`config.mk`:
```
export PLATFORM = sky130hd
export DESIGN_NAME = match_scanner
export DESIGN_NICKNAME = d
export VERILOG_FILES = /design/src/rtl/pm_pkg.sv /design/src/rtl/match_scanner.sv
export SDC_FILE = /design/constraint.sdc
export NUM_CORES = 1
export LEC_CHECK = 0
export ABC_CLOCK_PERIOD_IN_PS = 2400
export BUFFER_PORTS_ARGS = -buffer_cell sky130_fd_sc_hd__buf_2
export CORE_MARGIN = 2
export CORE_UTILIZATION = 30
export DETAILED_ROUTE_END_ITERATION = 6
export SETUP_SLACK_MARGIN = 0.2
export SLEW_MARGIN = 20
export SYNTH_ARGS = -nofsm -noshare
export SYNTH_HDL_FRONTEND = slang
export SYNTH_SLANG_ARGS = --single-unit
```
`constraint.sdc`:
```
create_clock -name clk -period 2.4 [get_ports clk]
set_input_delay 0.12 -clock clk [delete_from_list [all_inputs] [get_ports clk]]
set_output_delay 0.12 -clock clk [all_outputs]
set_load 0.02 [all_outputs]
```
`src/rtl/pm_pkg.sv`:
```
// Types and width constants shared by the pattern-matching multiplier and the match scanner.
package pm_pkg;

  typedef enum logic [1:0] {
    StIdle,
    StScan,
    StEmit,
    StDone
  } scan_state_e;

  localparam int unsigned DefaultN = 30;
  localparam int unsigned W        = 2 * DefaultN;
  localparam int unsigned IDX_W    = $clog2(W);
  localparam int unsigned CNT_W    = $clog2(W + 1);

endpackage

```
`src/rtl/match_scanner.sv`:
```
// Serialises an OR-accumulated match vector into an ascending stream of set-bit indices,
// then pulses done and holds the number of matches accepted.
module match_scanner
  import pm_pkg::*;
#(
  parameter int unsigned N     = DefaultN,
  parameter int unsigned IDX_W = $clog2(2 * N),
  parameter int unsigned CNT_W = $clog2(2 * N + 1)
) (
  input  logic             clk,
  input  logic             rst_n,
  input  logic             start,
  input  logic [2*N-1:0]   vec,
  output logic             busy,
  output logic             idx_valid,
  output logic [IDX_W-1:0] idx,
  input  logic             idx_ready,
  output logic             done,
  output logic [CNT_W-1:0] count
);

  localparam int unsigned VecW = 2 * N;
  localparam logic [IDX_W-1:0] LastPtr = IDX_W'(VecW - 1);

  scan_state_e      state_q, state_d;
  logic [VecW-1:0]  vec_q, vec_d;
  logic [IDX_W-1:0] ptr_q, ptr_d;
  logic [IDX_W-1:0] idx_q, idx_d;
  logic [CNT_W-1:0] count_q, count_d;
  logic             busy_q, busy_d;
  logic             valid_q, valid_d;
  logic             done_q, done_d;

  always_comb begin
    state_d = state_q;
    vec_d   = vec_q;
    ptr_d   = ptr_q;
    idx_d   = idx_q;
    count_d = count_q;

    unique case (state_q)
      StIdle: begin
        if (start) begin
          vec_d   = vec;
          ptr_d   = '0;
          count_d = '0;
          state_d = StScan;
        end
      end
      StScan: begin
        if (vec_q[ptr_q]) begin
          idx_d   = ptr_q;
          state_d = StEmit;
        end else if (ptr_q == LastPtr) begin
          state_d = StDone;
        end else begin
          ptr_d = ptr_q + IDX_W'(1);
        end
      end
      StEmit: begin
        if (idx_ready) begin
          count_d = count_q + CNT_W'(1);
          if (ptr_q == LastPtr) begin
            state_d = StDone;
          end else begin
            ptr_d   = ptr_q + IDX_W'(1);
            state_d = StScan;
          end
        end
      end
      StDone: begin
        state_d = StIdle;
      end
      default: begin
        state_d = StIdle;
      end
    endcase

    // Status outputs are decoded from the next state so they come straight off flops.
    busy_d  = (state_d != StIdle);
    valid_d = (state_d == StEmit);
    done_d  = (state_d == StDone);
  end

  always_ff @(posedge clk or negedge rst_n) begin
    if (!rst_n) begin
      state_q <= StIdle;
      vec_q   <= '0;
      ptr_q   <= '0;
      idx_q   <= '0;
      count_q <= '0;
      busy_q  <= 1'b0;
      valid_q <= 1'b0;
      done_q  <= 1'b0;
    end else begin
      state_q <= state_d;
      vec_q   <= vec_d;
      ptr_q   <= ptr_d;
      idx_q   <= idx_d;
      count_q <= count_d;
      busy_q  <= busy_d;
      valid_q <= valid_d;
      done_q  <= done_d;
    end
  end

  assign busy      = busy_q;
  assign idx_valid = valid_q;
  assign idx       = idx_q;
  assign done      = done_q;
  assign count     = count_q;

endmodule
```
==> qor.csv <==
metric,value,unit
route.met2.wl,4380,µm
clk-insertion-delay-late,0.34,ns
pins_over_their_slew_limit,0,
violations,setup timing,
die_area,14200,µm²
yosysSeqAreaShare,0.521,
fraction_of_final_layout_cells_sized_beyond_drive_strength_1,0.544,
timing.critical_path.arrival,2.78,ns
ys_seq_elements,83,
worst-path-max-fanout,8,
clock-root-buffer,clkbuf_16,
design.portCount,79,
max_stage_delay,0.52,ns
synth.yosys.warnings,0,
setup_viol_count_final,14,
grt_first_pass_wirelength,15100,µm
leakage_power,2.76,nW
min_period_over_period,1.07,
pd_cells,526,nW/µm²
synth.largest_area_cell,dfrtp_1,
reg_to_reg_endpoint,ptr_q[4],
detail_route.wirelength,9040,µm
final-hold-violation-count,0,
detailed_place.area,4750,µm²
hold-worst-slack,0.0126,ns
grt_antenna_before_repair,0,
worst_hold_startpoint,vec[48],
seqCellArea,2080,µm²
synthToLayoutAreaGrowth,33.1,%
drt_drc_violations_left,0,
whs_endpoint,vec_q[48],
maxClockFrequency,390,MHz
postSynthNetCount,368,
synth_top_area_frac,0.521,
cp-start-kind,flop,
multiInputGateArea,1960,µm²
cts.sinks,83,
layout.nets,473,
worst_slack,-0.161,ns
fill_cells,1251,
grt_util_all_layers,0.135,
timing_worst_setup_path_type,flop to flop,
syn_area,3980,µm²
final.setup.tns,-0.994,ns
slowest_stage,mux4_2,
finClkSkew,0.00677,ns
postLayoutCoreUtil,0.405,
overflow,0,
timing.rr.start,ptr_q[0],
place_worst_setup_slack,-0.164,ns
count_of_inserted_antenna_diode_cells,0,
totalPowerFinal,2.79,mW
cts_tree,built,
grt_pass1_vias,2906,
place_inst,560,
hold-path-cell-count,2,
netlist_instances,299,
dominantRegCellSynth,dfrtp_1,
critical_path_required,2.62,ns
min_path_type,input port to flop,
grt_start_max_net_pins,84,
cts_buffers,9,
detailedRoute.firstIterationViolations,88,
ys_types,51,
ant_nets,0,
yosys-top-cells-count,"dfrtp_1 (83), mux2_2 (60), inv_1 (11), mux2i_1 (11), mux4_2 (11)",
worst_rel_slew_slack,0.480,
synthArstFlopShare,1.00,
worst_slew_pin_slew,0.779,ns
post_synthesis_area_per_instance,13.3,µm²
reported_max_cap_violation_count,0,
synth_edf_count,0,
floorplan.core_area,13100,µm²
timing.final.crit_period,2.56,ns
die_height,119,µm
synth_area_leaders,"dfrtp_1 (52%), mux2_2 (17%), mux4_2 (6.2%), mux2i_1 (2.8%), ha_1 (1.6%)",
count_of_standard_cell_rows,42,
timing.critical_path.cells,"buf_12, mux4_2, mux4_2, nor2_4, nor4_4, or3_1, a211o_1",
clk_pin_slew,0.06,ns
global_placement_routability_congestion,0.808,
critPathCaptureType,flop,
routedWlPerCell,15.5,µm
numPortBuffers,78,
grt_setup_unrepaired,yes,
detailed_place_hpwl,6640,µm
reg2reg_depth,7,
clock_tree.buffer_depth,2,
drt_pre_antenna_iters,4,
run_status,"finished, violations left",
route.vias.total,2769,
cts_max_level,3,
via_per_inst,4.74,
initial_core_util,0.304,
maxUsedRoutingLayer,met4,
peakVddDrop,0.000295,V
yosys.cell_count.top_type,dfrtp_1,
layoutNonFillerInstCount,584,
critical-path-top-cell-by-count,mux4_2,
regToRegSetupSlack,-0.16,ns
fin_area,5300,µm²
met3WireLength,416,µm
met1Wirelength,4120,µm
die_w,119,µm
==> cell usage in the layout (no fill, tap or decap), drive strengths merged, types with 4 or more instances in the layout <==
cell type    count
dlygate4sd3      5
nor2            11
ha               5
nor3             6
dfrtp           83
and2             4
nand2b           5
o31ai            6
mux4            11
mux2i           11
clkbuf          14
o21ai            9
nand2            7
buf            104
inv             11
nand3            6
mux2            65
==> worst max-delay path: cells and delay by family, from the launching register on <==
kind / cells / cell delay, ns
buffers and inverters: 1 / 0.14
multiplexers: 2 / 1.00
AND/OR/NAND/NOR: 3 / 0.62
flip-flops: 1 / 0.41
AO/OA/AOI/OAI: 1 / 0.27
==> flip-flops by register name, indices dropped and copies added, names as in the netlist <==
name / flops
count: 6
idx_valid: 1
state_q: 2
idx: 6
vec_q: 60
busy: 1
done: 1
ptr_q: 6
==> worst max path at each step <==
stage / from / end / slack, ns
floorplan: ptr_q[0] / ptr_q[4] / -0.04
global placement: ptr_q[0] / ptr_q[4] / -0.12
detailed placement: ptr_q[0] / idx[2] / -0.16
CTS: ptr_q[0] / ptr_q[4] / -0.15
global route: ptr_q[0] / ptr_q[4] / -0.25
finish: ptr_q[0] / ptr_q[4] / -0.16
==> report_power, final <==
group | internal, mW | switching, mW | total [mW]
logic | 0.0440 | 0.0469 | 0.0908
clock network | 0.776 | 0.521 | 1.30
registers | 1.40 | 0 | 1.40
==> final cells by class <==
cell class	count	share of cell area
Clock buffer	13	0.0510
Clock inverter	2	0.00189
Inverter	11	0.00778
Multi-Input combinational cell	189	0.370
Sequential cell	83	0.392
Tap cell	176	0.0415
Timing Repair Buffer	110	0.136
==> metal layers <==
metal,vias up,global-route usage
met2,55,0.213
met5,-,0
met3,10,0.0378
li1,1314,-
met1,1390,0.180
met4,0,0.0461
==> cells by family after synthesis <==
group                    Yosys count  synth area share
buffers and inverters             27            0.0308
adder cells (fa/ha/maj)            5            0.0157
XOR/XNOR                           4           0.00880
AND/OR/NAND/NOR                   54            0.0757
AO/OA/AOI/OAI                     39            0.0741
flip-flops                        83             0.521
multiplexers                      87             0.274
==> what timing repair did <==
item                       4_1_cts  5_1_grt
hold buffers                     4        1
pin swaps                        2        6
setup endpoints to repair       16       17
resized for setup               13       19
buffers inserted                 1        2
hold endpoints to repair         4       83
cloned                           0        1
(Power assumes the default switching activity.)
